**src/rtl/uart_receiver.sv**
```systemverilog
// 16x-oversampled UART receiver, 8N1 by default or 8E1 when UART_RX_PARITY_EN is defined.
// Byte lands one sysclk after the stop sample; rx_status holds until rx_ack, overrun is sticky.
module uart_receiver #(
  parameter int OVERSAMPLE_DIV = 326
) (
  input  logic       sysclk,
  input  logic       reset,
  input  logic       uart_rx,
  input  logic       rx_ack,
  output logic [7:0] rx_data,
  output logic       rx_status,
  output logic       frame_err,
  output logic       parity_err,
  output logic       overrun
);
  localparam int DW = (OVERSAMPLE_DIV > 1) ? $clog2(OVERSAMPLE_DIV) : 1;
  localparam logic [DW-1:0] DIV_LAST = DW'(OVERSAMPLE_DIV - 1);

  typedef enum logic [2:0] {
    IDLE  = 3'd0,
    START = 3'd1,
    DATA  = 3'd2,
`ifdef UART_RX_PARITY_EN
    PARITY = 3'd3,
`endif
    STOP  = 3'd4
  } state_t;

  logic          meta_q, sync_q, prev_q;
  logic [DW-1:0] div_q, div_d;
  state_t        state_q, state_d;
  logic [3:0]    phase_q, phase_d;
  logic [2:0]    bit_q, bit_d;
  logic [7:0]    shift_q, shift_d;
  logic [7:0]    data_q;
  logic          status_q, ferr_q, ovr_q;
  logic          deliver;
  logic          tick;
`ifdef UART_RX_PARITY_EN
  logic          par_q, par_d, perr_q;
`endif

  assign tick = (div_q == DIV_LAST);

  always_comb begin
    state_d = state_q;
    phase_d = phase_q;
    bit_d   = bit_q;
    shift_d = shift_q;
    deliver = 1'b0;
    div_d   = tick ? '0 : div_q + 1'b1;
`ifdef UART_RX_PARITY_EN
    par_d   = par_q;
`endif
    case (state_q)
      IDLE: begin
        // Restarting the divider on the edge aligns sample ticks to the start bit.
        if (prev_q && !sync_q) begin
          state_d = START;
          div_d   = '0;
          phase_d = '0;
        end
      end
      START: begin
        if (tick) begin
          phase_d = phase_q + 4'd1;
          if (phase_q == 4'd7) begin
            if (sync_q) begin
              state_d = IDLE;
            end else begin
              state_d = DATA;
              phase_d = '0;
              bit_d   = '0;
            end
          end
        end
      end
      DATA: begin
        if (tick) begin
          phase_d = phase_q + 4'd1;
          if (phase_q == 4'd15) begin
            shift_d = {sync_q, shift_q[7:1]};
            bit_d   = bit_q + 3'd1;
            if (bit_q == 3'd7) begin
`ifdef UART_RX_PARITY_EN
              state_d = PARITY;
`else
              state_d = STOP;
`endif
            end
          end
        end
      end
`ifdef UART_RX_PARITY_EN
      PARITY: begin
        if (tick) begin
          phase_d = phase_q + 4'd1;
          if (phase_q == 4'd15) begin
            par_d   = ^{sync_q, shift_q};
            state_d = STOP;
          end
        end
      end
`endif
      STOP: begin
        if (tick) begin
          phase_d = phase_q + 4'd1;
          if (phase_q == 4'd15) begin
            deliver = 1'b1;
            state_d = IDLE;
          end
        end
      end
      default: state_d = IDLE;
    endcase
  end

  always_ff @(posedge sysclk or negedge reset) begin
    if (!reset) begin
      meta_q  <= 1'b1;
      sync_q  <= 1'b1;
      prev_q  <= 1'b1;
      div_q   <= '0;
      state_q <= IDLE;
      phase_q <= '0;
      bit_q   <= '0;
      shift_q <= '0;
    end else begin
      meta_q  <= uart_rx;
      sync_q  <= meta_q;
      prev_q  <= sync_q;
      div_q   <= div_d;
      state_q <= state_d;
      phase_q <= phase_d;
      bit_q   <= bit_d;
      shift_q <= shift_d;
    end
  end

  // A delivery outranks a same-cycle ack, so that ack never counts as an overrun.
  always_ff @(posedge sysclk or negedge reset) begin
    if (!reset) begin
      data_q   <= '0;
      status_q <= 1'b0;
      ferr_q   <= 1'b0;
      ovr_q    <= 1'b0;
    end else if (deliver) begin
      data_q   <= shift_q;
      ferr_q   <= ~sync_q;
      status_q <= 1'b1;
      if (status_q && !rx_ack) ovr_q <= 1'b1;
    end else if (rx_ack) begin
      status_q <= 1'b0;
    end
  end

`ifdef UART_RX_PARITY_EN
  always_ff @(posedge sysclk or negedge reset) begin
    if (!reset) begin
      par_q  <= 1'b0;
      perr_q <= 1'b0;
    end else begin
      par_q <= par_d;
      if (deliver) perr_q <= par_q;
    end
  end
  assign parity_err = perr_q;
`else
  assign parity_err = 1'b0;
`endif

  assign rx_data   = data_q;
  assign rx_status = status_q;
  assign frame_err = ferr_q;
  assign overrun   = ovr_q;
endmodule
```
**config.mk**
```make
export PLATFORM = sky130hd
export DESIGN_NAME = uart_receiver
export DESIGN_NICKNAME = d
export VERILOG_FILES = /design/src/rtl/uart_receiver.sv
export SDC_FILE = /design/constraint.sdc
export NUM_CORES = 1
export LEC_CHECK = 0
export BUFFER_PORTS_ARGS = -buffer_cell sky130_fd_sc_hd__buf_2
export CORE_MARGIN = 2
export CORE_UTILIZATION = 60
export DETAILED_ROUTE_END_ITERATION = 7
export PLACE_DENSITY = 0.8
export SLEW_MARGIN = 20
export SYNTH_ARGS = -nofsm -noshare
export SYNTH_HDL_FRONTEND = slang
export SYNTH_SLANG_ARGS = --single-unit
```
**constraint.sdc**
```tcl
create_clock -name sysclk -period 2.77 [get_ports sysclk]
set_input_delay 0.4155 -clock sysclk [delete_from_list [all_inputs] [get_ports sysclk]]
set_output_delay 0.4155 -clock sysclk [all_outputs]
set_load 0.05 [all_outputs]
```
Word level (Yosys, flattened, before mapping)
Cells that the tools add are included.
- register bits after elaboration: 41
- input bits: 4
- logic and storage cells: 77
- add/subtract/negate cells: 3
- equal/unequal tests: 17
- mux-type cells: 30
- bitwise operators: 1
- reduce and logical (&&, ||, !) cells: 14
- operators with widths (kind ; count):
    2-to-1 mux 3 bit ; 13
    2-to-1 mux 9 bit ; 3
    2-to-1 mux 4 bit ; 5
    inequality test 2 bit (second input constant) ; 9
    case mux 3 bit (4 select lines) ; 1
    case mux 4 bit (3 select lines) ; 1
    adder 9 x 1 -> 9 bit (second input constant) ; 1
    equality test 9 bit (second input constant) ; 1
    AND reduction 8 bit ; 1
    equality test 3 bit (second input constant) ; 2
    case mux 3 bit (2 select lines) ; 1
    AND reduction 6 bit ; 1
    2-to-1 mux 1 bit ; 5
    adder 4 x 1 -> 4 bit (second input constant) ; 1
    equality test 4 x 3 -> 1 bit (second input constant) ; 1
    equality test 4 bit (second input constant) ; 1
    AND reduction 4 bit ; 1
    nonzero test 2 bit ; 2
    adder 3 x 1 -> 3 bit (second input constant) ; 1
    equality test 3 x 1 -> 1 bit (second input constant) ; 1
    equality test 3 x 2 -> 1 bit (second input constant) ; 1
    zero test 3 bit ; 1
    AND reduction 3 bit ; 1
    nonzero test 3 bit ; 1
    other kinds (7) ; 9

Depth between registers and ports, before layout
Gate-level depths: netlist of the first run.
- depth after elaboration: 5
- gate-level depth with buffers: 7
- mapped depth without buffers: 6

Least setup slack after synthesis of the first run
Ideal clock, no wire load.
- path type: register to register
- start point: register div_q[5]
- end point: register data_q[2] (netlist: rx_data[2])
- setup time: 0.125 ns
- arrival: 1.722 ns
- data required time: 2.645 ns
- slack: 0.923 ns
- stages on the path, launching flop included: 6
- path buffers: 1
- cell sequence: dfrtp_1 -> nor4b_2 -> nand4_2 -> or3_4 -> buf_6 -> mux2_4
- cells in the longest elaborated chain, start to end: 3
- RTL lines (what ; RTL line ; text):
    start: declaration ; 30 ; logic [DW-1:0] div_q, div_d;
    start signal: assignment ; 132 ; div_q <= div_d;
    equality test 9 bit ; 43 ; assign tick = (div_q == DIV_LAST);
    2-to-1 mux 1 bit ; 106 ; if (tick) begin
    2-to-1 mux 1 bit ; 55 ; case (state_q)
    end signal: assignment ; 148 ; data_q <= shift_q;
    end: declaration ; 35 ; logic [7:0] data_q;
Every way passes these cells.
A chain may end at the register's enable or synchronous reset.

Worst setup path in the final report of the first run
- start point: register div_q[5]
- end point: register bit_q[0]
- cells in the longest elaborated chain, start to end: 3
- elaborated cells on any way between the ends: 4
- classes of those cells: eq/ne: 3; reduce/logical: 1
- RTL lines (what ; RTL line ; text):
    equality test 9 bit (*) ; 43 ;
    inequality test 2 bit (no source line) ; - ;
    AND reduction 6 bit (no source line) (*) ; - ;
    end signal: assignment ; 135 ; bit_q <= bit_d;
    end: declaration ; 33 ; logic [2:0] bit_q, bit_d;
Every way passes the cells marked *; elsewhere a longest branch is shown, timed or not.

==> reports/metrics.yaml, run 1 <==
worstReg2RegStart: "div_q[5]"
fp-row-count: 20
cts_setup_buffers: 0
synth_warnings: 0
seq_area_frac_synth: 0.542
synth_nets: 164
die_w_um: 60.3
ir_drop_uv: 579
hpwl_um: 2300
worst_pin_slew_ns: 0.863
drv_cap: 0
synthFlopType: "dfrtp_1"
finalHoldViolations: 0
holdCritPathClass: "in -> async"
cp-end-kind: "flip-flop"
postCtsHoldBufs: 0
cts_buffer_depth: 2
p_switching_uw: 387
syn2layout_area_growth_pct: 9.94
vias_per_cell: 5.65
postRouteAntennaNets: 0
synth_edf_count: 0
cellLeakagePower_uw: 0.00106
ctsHtreeMaxLevel: 2
cts_made_buffers: 5
cts_resized: 0
avgSynthCellArea_sq_um: 12.3
syn_inst: 155
finalSetupTns_ns: 0
grt_first_pass_wirelength_um: 5580
r2r-end: "bit_q[0]"
drtIter0Drc: 46
crit_fanout: 5
start_util: 0.628
ys_ff_latch: 41
drc: 0
wl_per_cell_um: 14.8
first_pass_iters: 4
routed_wl_um: 3200
cts_tree: "yes"
dieArea_sq_um: 3630
antenna_found_initial: 0
grt_max_degree: 42
fin_crit_ns: 1.99
insertion_delay_ns: 0.35
drive_above_1_share: 0.291
final.setup_skew_ns: 0.00766
p_sw_frac: 0.271
rsz0062_at_grt: "no"
fmax_ghz: 0.503
drv_slew: 0
synthArstFlopShare: 1.00
p_seq_frac: 0.530
status: "finished, final reports clean"
n_antenna_cell: 0
power_density_nw_per_um2: 684
rrSetupSlack_ns: 0.78
yosysTopAreaCell: "dfrtp_1"
ctsRootBufferMaster: "clkbuf_4"
netlist_area_sq_um: 1900
synth.most_common_cell: "dfrtp_1"
cts_num_sinks: 41
port_buffers: 14
die_height_um: 60.3
synthTopCellsByCount: "dfrtp_1, mux2_4, nor2_1"
fin_util: 0.690
netlist.area_leader.share: 0.500
setup_viol: 0
period_share: 0.717
arrival_ns: 2.23
ios: 16
overflow: 0
required_ns: 3.01
vias: 1220
fin_nets: 180
grt_pass1_vias: 1242
ys_types: 43
clockPowerShare: 0.329
core_sq_um: 3030
worstSetupStartpointType: "flip-flop"
place_congestion: 0.819
rr_worst_depth: 5
criticalPathCategory: "reg -> reg"
power.internal_uw: 1040
path_clk_slew_ns: 0.12
slew_headroom: 0.425
grtUsageTotal: 0.211
synthTopCellsByArea: "dfrtp_1, mux2_4, dfstp_2, ha_1, xor2_1"
power.share.combinational: 0.142
==> worst max path at each step <==
stage	from	endpoint	slack (ns)	cells after the start
floorplan	div_q[5]	rx_data[2]	0.92	5
global placement	div_q[5]	bit_q[2]	0.90	5
detailed placement	div_q[5]	bit_q[2]	0.82	5
finish	div_q[5]	bit_q[0]	0.78	5
CTS	div_q[5]	bit_q[2]	0.78	5
global route	div_q[3]	bit_q[0]	0.64	5
==> cell type report <==
cell class / count / area [sq um]
clock buffers: 5 / 37.5
clock inverters: 3 / 65.1
fillers: 238 / 938
inverters: 4 / 15.0
multi-input cells: 105 / 817
flip-flops and latches: 41 / 1030
well taps: 44 / 55.1
repair buffers: 14 / 70.1
==> registers in the layout (all words and copies together), names as in the netlist <==
| name | count |
|---|---|
| sync_q | 1 |
| overrun | 1 |
| div_q | 9 |
| meta_q | 1 |
| rx_status | 1 |
| rx_data | 8 |
| bit_q | 3 |
| shift_q | 8 |
| phase_q | 4 |
| state_q | 3 |
| prev_q | 1 |
| frame_err | 1 |
==> kinds of logic (layout without fill, tap and decap cells) <==
group,after synthesis,count (layout),synth area share
flops,41,41,0.542
fa+ha+maj,5,5,0.0329
compound gates,22,22,0.0731
simple gates,53,53,0.165
mux,16,16,0.120
xor+xnor,8,8,0.0369
other cells,1,1,0.00197
buf+inv,9,26,0.0283
==> stage by stage <==
| step | std cells | setup slack (ns) | area [sq um] | hold slack (ns) | total power [uW] |
|---|---|---|---|---|---|
| final | 216 | 0.783 | 2090 | 0.160 | 1430 |
| after floorplan | 155 | 0.923 | 1900 | 0.120 | 903 |
| after global routing | 216 | 0.644 | 2090 | 0.134 | 1520 |
| after CTS | 216 | 0.782 | 2090 | 0.148 | 1440 |
| after detailed placement | 208 | 0.823 | 1990 | 0.350 | 969 |
| after global placement | 208 | 0.900 | 1990 | 0.348 | 946 |
==> worst max-delay path, cell delays in order (launching register included) <==
cell and delay (ns):
dfrtp_1 0.43, nor4b_2 0.35, nand4_2 0.20, or4b_2 0.73, nand2_1 0.10, o21ai_0 0.08
==> placed cells by master (no fill, tap or decap), types with 3 or more instances in the layout <==
master and count:
dfrtp_1 38, buf_2 14, nor2_1 13, mux2_4 13
nand2_1 11, o21ai_0 9, xor2_1 6, nand3_1 5
ha_1 5, clkbuf_4 5, inv_1 4, a21oi_1 4
nor2b_1 3, and3_1 3, mux2_2 3, dfstp_2 3
==> power groups by stage <==
stage                     clock, uW  combinational (uW)  sequential (uW)
final                           470                 203              757
after global placement            0                 187              759
after detailed placement          0                 204              765
after global routing            507                 243              766
after floorplan                   0                 162              741
after CTS                       478                 206              754
==> routing by layer <==
layer | vias up | global-route usage | wire (um)
met1 | 615 | 0.257 | 1470
met3 | 8 | 0.0693 | 118
met4 | 0 | 0.0889 | 63
li1 | 573 | - | -
met2 | 24 | 0.342 | 1550
met5 | - | 0 | 0
No activity file was read; power rests on OpenSTA's default activity.
==> inputs of run 2 (changes only) <==
--- a/config.mk
+++ b/config.mk
@@ -7,9 +7,9 @@
 export LEC_CHECK = 0
 export BUFFER_PORTS_ARGS = -buffer_cell sky130_fd_sc_hd__buf_2
 export CORE_MARGIN = 2
-export CORE_UTILIZATION = 60
+export CORE_UTILIZATION = 52
 export DETAILED_ROUTE_END_ITERATION = 7
-export PLACE_DENSITY = 0.8
+export PLACE_DENSITY = 0.74
 export SLEW_MARGIN = 20
 export SYNTH_ARGS = -nofsm -noshare
 export SYNTH_HDL_FRONTEND = slang
==> constraint.sdc (replaced) <==
create_clock -name sysclk -period 1.8 [get_ports sysclk]
set_input_delay 0.27 -clock sysclk [delete_from_list [all_inputs] [get_ports sysclk]]
set_output_delay 0.27 -clock sysclk [all_outputs]
set_load 0.05 [all_outputs]
==> run 2 against run 1 <==
Against the previous run:
- the flow now finishes with violations (setup timing)
- via count grew 9.4%
- sequential share of layout area down 5.2 points
- flip-flop and latch count stayed put
- clock power increased by 29%
- global-route usage fell by 1.6 points
- critical path type unchanged
- critical endpoint is now bit_q[2]
==> reports/metrics.yaml, run 2 (synthesis results as in run 1) <==
grtUsageTotal: 0.195  # -0.0165
multiInputGateArea_sq_um: 896  # +9.6%
period_share: 1.04  # +0.321
cts_tree: "yes"
insertion_delay_ns: 0.36  # about the same
wl_per_cell_um: 15.7  # +5.8%
cp_top_family: "simple AND/OR/NAND/NOR gates"
max_stage_delay_ns: 0.60  # -0.13 ns
die_height_um: 64.5  # +6.9%
worstReg2RegStart: "div_q[5]"
required_ns: 2.04  # -0.97 ns
hold_depth: 3
ir_drop_uv: 557  # -3.8%
rsz0062_at_grt: "yes"
power_density_nw_per_um2: 968  # +42%
n_antenna_cell: 0  # unchanged
cellLeakagePower_uw: 0.00119  # +12%
top_register: "div_q"
worst-path-buf-inv: 0  # unchanged
ctsRootBufferMaster: "clkbuf_4"
drtIter0Drc: 77  # +67%
startpoint: "div_q[5]"
grt_first_pass_wirelength_um: 6170  # +11%
dieArea_sq_um: 4150  # +14%
setup_viol: 20  # +20
min_to: "rx_status"
violations: "setup timing"
hold_ws_ns: 0.181  # +0.0208 ns
place_congestion: 0.935  # +14%
ios: 16  # unchanged
first_pass_iters: 4  # unchanged
cts_buffer_depth: 2  # unchanged
cp_cell_sequence: "nor4b_4 > nand4_4 > or4b_4 > nand2_1 > o21ai_1"
drv_slew: 0  # unchanged
hpwl_um: 2390  # +4.2%
seqCellArea_sq_um: 1030  # unchanged
criticalPathCategory: "reg -> reg"
finalSetupTns_ns: -0.944  # -0.944 ns
arrival_ns: 2.11  # -0.12 ns
core_sq_um: 3420  # +13%
drive_above_1_share: 0.406  # +0.115
grt_max_degree: 42  # unchanged
holdCritPathClass: "in -> reg"
worst_pin_slew_ns: 0.553  # -0.310 ns
final_common_cell: "dfrtp_1"
fin_nets: 205  # +14%
port_buffers: 14  # unchanged
vias: 1335  # +9.4%
vias_per_cell: 5.49  # -2.7%
layout_common_cells: "dfrtp_1, buf_4, buf_2, nor2_1, mux2_4"
fp-row-count: 21  # +5.0%
cp_slowest_cell: "or4b_4"
rr_worst_depth: 5  # unchanged
syn2layout_area_growth_pct: 23.0
start_util: 0.556  # -0.0713
final.setup_skew_ns: 0.0157  # +0.00804 ns
grt_pass1_vias: 1365  # +9.9%
finalHoldViolations: 0  # unchanged
drv_cap: 0  # unchanged
routed_wl_um: 3820  # +19%
crit_fanout: 6  # +1
rrSetupSlack_ns: -0.07  # -0.85 ns
antenna_found_initial: 0  # unchanged
cts_made_buffers: 5  # unchanged
cp-end-kind: "flip-flop"
setup_slack_ns: -0.0698  # -0.852 ns
worstHoldStart: "rx_ack"
slew_headroom: 0.628  # +0.203
r2r-end: "bit_q[2]"
die_w_um: 64.5  # +6.9%
ctsHtreeMaxLevel: 2  # unchanged
fmax_ghz: 0.535  # +6.3%
fill_cells: 249  # +4.6%
drc: 0  # unchanged
cts_num_sinks: 41  # unchanged
fin_crit_ns: 1.87  # -0.118 ns
fin_util: 0.684  # -0.00583
postRouteAntennaNets: 0  # unchanged
largest_register_ffs: 9  # unchanged
overflow: 0  # unchanged
status: "finished with violations"
path_clk_slew_ns: 0.13  # about the same
worstSetupStartpointType: "flip-flop"
run 2: cell types whose count changed in the layout (fill, tap and decap cells not counted), sizes merged:
| cell | before | now |
|---|---|---|
| buf | 14 | 36 |
| dlygate4sd3 | 0 | 2 |
| clkinvlp | 0 | 1 |
| or3 | 2 | 3 |
| bufinv | 2 | 1 |
run 2: tightest hold or removal path: stages:
cell      delay, ns
buf_2          0.07
nand2b_1       0.11
nand2_1        0.05
run 2: worst max path at each step:
stage                 endpoint  slack (ns)  cells after the start
floorplan           shift_q[0]       -0.03                      5
global placement      bit_q[2]       -0.03                      5
detailed placement    bit_q[2]       -0.16                      5
CTS                 rx_data[7]       -0.05                      4
global route        rx_data[7]       -0.14                      5
finish                bit_q[2]       -0.07                      5
run 2: layout make-up:
type | instances | area share
flip-flops and latches | 41 | 0.441
multi-input cells | 106 | 0.383
repair buffers | 38 | 0.109
well taps | 46 | 0.0246
clock inverters | 3 | 0.0198
clock buffers | 5 | 0.0161
inverters | 4 | 0.00642
run 2: stage by stage:
| stage | area, sq um | setup slack (ns) | total power [uW] | instances |
|---|---|---|---|---|
| final | 2340 | -0.0698 | 2260 | 243 |
| after global routing | 2340 | -0.139 | 2400 | 243 |
| after CTS | 2270 | -0.0459 | 2240 | 241 |
| after detailed placement | 2120 | -0.155 | 1620 | 227 |
| after global placement | 2120 | -0.0262 | 1580 | 227 |
| after floorplan | 1900 | -0.0268 | 1390 | 155 |
run 2: what timing repair did:
item | CTS | global route
gates resized for setup | 4 | 12
buffers inserted | 4 | 1
cloned | 1 | 0
hold endpoints to repair | 38 | 1
setup endpoints to repair | 19 | 25
hold buffers | 1 | 1
pin swaps | 3 | 8
run 2: metal layers:
layer | up-vias | track usage | part of all wire
li1 | 627 | - | -
met1 | 648 | 0.233 | 0.42
met2 | 47 | 0.346 | 0.50
met3 | 13 | 0.0417 | 0.044
met4 | 0 | 0.0665 | 0.034
met5 | - | 0 | 0
run 2: power breakdown:
part	leakage, uW	internal, uW	total (uW)	switching (uW)
combinational	0.000608	262	534	272
clock	0.0000414	294	607	313
sequential	0.000540	1030	1120	89.1
==> inputs of run 3 (changes only) <==
==> constraint.sdc (replaced) <==
create_clock -name sysclk -period 1.7 [get_ports sysclk]
set_input_delay 0.255 -clock sysclk [delete_from_list [all_inputs] [get_ports sysclk]]
set_output_delay 0.255 -clock sysclk [all_outputs]
set_load 0.05 [all_outputs]
==> run 3 against run 2 <==
Against the previous run:
- the flow still finishes with violations (setup timing)
- fmax is 0.39% lower
- setup slack worse by 0.11 ns
- via count is 4.0% higher
- die area stayed put
- register-to-register slack worse by 0.11 ns
- global-route usage is 1.1 points higher
- critical path depth is 1 lower
- worst hold slack worse by 0.0036 ns
- sequential share of layout area is 1.5 points lower
- clock skew is 0.00064 ns higher
- sequential power is 5% higher
- wire length is 1.8% higher
- highest routed layer unchanged
==> reports/metrics.yaml, run 3 (synthesis results as in run 1) <==
fin_nets: 211  # +2.9%
required_ns: 1.94  # -0.10 ns
placed_area_sq_um: 2190  # +3.4%
rsz0062_at_grt: "yes"
p_switching_uw: 697  # +3.4%
fmax_ghz: 0.533  # -0.39%
place_congestion: 0.853  # -8.8%
worstHoldStart: "rx_ack"
ios: 16  # unchanged
cp_slowest_cell: "or3_4"
worstSetupStartpointType: "flip-flop"
cp-end-kind: "flip-flop"
setup_viol: 23  # +15%
postLayoutCellArea_sq_um: 2420  # +3.6%
cts_num_sinks: 41  # unchanged
path_clk_slew_ns: 0.12  # about the same
start_util: 0.556  # unchanged
final_common_cell: "dfrtp_1"
rr_worst_depth: 4  # -1
port_buffers: 14  # unchanged
die_height_um: 64.5  # unchanged
criticalPathCategory: "reg -> reg"
first_pass_iters: 4  # unchanged
top_register: "div_q"
p_seq_frac: 0.463  # -0.033
layout_common_cells: "dfrtp_1, buf_4, buf_2, nor2_1, mux2_4"
power.share.combinational: 0.239  # +0.003
grt_first_pass_wirelength_um: 6480  # +5.0%
final_cells: 249  # +2.5%
final.setup_skew_ns: 0.0163  # +0.000640 ns
core_sq_um: 3420  # unchanged
rrSetupSlack_ns: -0.18  # -0.11 ns
vias: 1388  # +4.0%
fill_cells: 237  # -4.8%
status: "finished with violations"
antenna_found_initial: 0  # unchanged
routed_wl_um: 3890  # +1.8%
ctsHtreeMaxLevel: 2  # unchanged
drv_cap: 0  # unchanged
clockPowerShare: 0.298  # +0.030
period_share: 1.10  # +0.0654
drtIter0Drc: 122  # +58%
insertion_delay_ns: 0.35  # about the same
cts_tree: "yes"
power.internal_uw: 1860  # +17%
ctsRootBufferMaster: "clkbuf_4"
wl_per_cell_um: 15.6  # -0.62%
worstReg2RegStart: "div_q[3]"
cellLeakagePower_uw: 0.00124  # +3.9%
holdCritPathClass: "in -> reg"
grtUsageTotal: 0.206  # +0.0111
drive_above_1_share: 0.433  # +0.0274
syn2layout_area_growth_pct: 27.5
finalSetupTns_ns: -2.55  # -1.61 ns
ir_drop_uv: 671  # +21%
arrival_ns: 2.12  # about the same
cts_made_buffers: 5  # unchanged
n_antenna_cell: 0  # unchanged
max_stage_delay_ns: 0.47  # -0.13 ns
drc: 0  # unchanged
cp_cell_sequence: "nor4b_4 > nand4_4 > or3_4 > mux2_4"
hold_depth: 3  # unchanged
cts_buffer_depth: 2  # unchanged
grt_pass1_vias: 1376  # +0.81%
setup_slack_ns: -0.177  # -0.107 ns
die_w_um: 64.5  # unchanged
vias_per_cell: 5.57  # +1.5%
dp_cells: 235  # +3.5%
fp-row-count: 21  # unchanged
finalHoldViolations: 0  # unchanged
p_sw_frac: 0.273  # -0.0249
hpwl_um: 2640  # +10%
fin_crit_ns: 1.88  # +0.00731 ns
dieArea_sq_um: 4150  # unchanged
violations: "setup timing"
crit_fanout: 7  # +1
largest_register_ffs: 9  # unchanged
r2r-end: "shift_q[2]"
overflow: 0  # unchanged
grt_max_degree: 22  # -48%
min_to: "rx_status"
postRouteAntennaNets: 0  # unchanged
power_density_nw_per_um2: 1050  # +8.9%
drv_slew: 0  # unchanged
[run 3: final cells by class]
cell class                 count  area [sq um]  share of cell area
timing repair buffer          43           309               0.128
inverter                       4          15.0             0.00620
tap                           46          57.6              0.0238
sequential                    41          1030               0.425
clock buffer                   5          37.5              0.0155
clock inverter                 3          65.1              0.0269
multi-input combinational    107           908               0.375
[run 3: critical path: cells and delay by family (launching register included)]
family / cells / cell delay [ns]
mux: 1 / 0.32
flops: 1 / 0.43
simple gates: 3 / 1.01
[run 3: metal layers]
metal  vias up  track usage  wire length (um)
met5         -            0                 0
met4         0       0.0691                68
met3         7       0.0642               175
met2        43        0.345              1990
met1       693        0.253              1650
li1        645            -                 -
[run 3: how the worst max path moves through the flow]
stage | start | end | slack, ns | depth (start not counted)
2_1_floorplan | div_q[4] | shift_q[0] | -0.13 | 5
3_3_place_gp | div_q[4] | bit_q[0] | -0.13 | 5
3_5_place_dp | div_q[4] | bit_q[1] | -0.24 | 5
4_1_cts | div_q[3] | shift_q[6] | -0.13 | 4
5_1_grt | div_q[4] | shift_q[2] | -0.23 | 4
6_report | div_q[3] | shift_q[2] | -0.18 | 4
[run 3: what timing repair did]
item                       CTS  global route
setup buffers                0             2
cloned                       1             1
setup endpoints to repair   23            26
resized for setup            6            17
hold buffers                 2             0
pin swaps                    6             2
hold endpoints to repair    21             0
[run 3: power groups by stage]
stage / Combinational [uW] / Clock (uW) / Sequential (uW)
after global placement: 523 / 0 / 1180
after CTS: 561 / 785 / 1180
after floorplan: 263 / 0 / 1210
final: 610 / 762 / 1180
after global routing: 680 / 825 / 1190
after detailed placement: 548 / 0 / 1190
[run 3: stage by stage]
step	worst slack (ns)	hold WS, ns	total power, uW	utilization
after floorplan	-0.127	-0.0406	1470	-
after global placement	-0.126	0.230	1700	0.642
after detailed placement	-0.243	0.232	1740	0.642
after CTS	-0.132	0.160	2530	0.685
after global routing	-0.231	0.172	2700	0.709
final	-0.177	0.177	2550	0.709
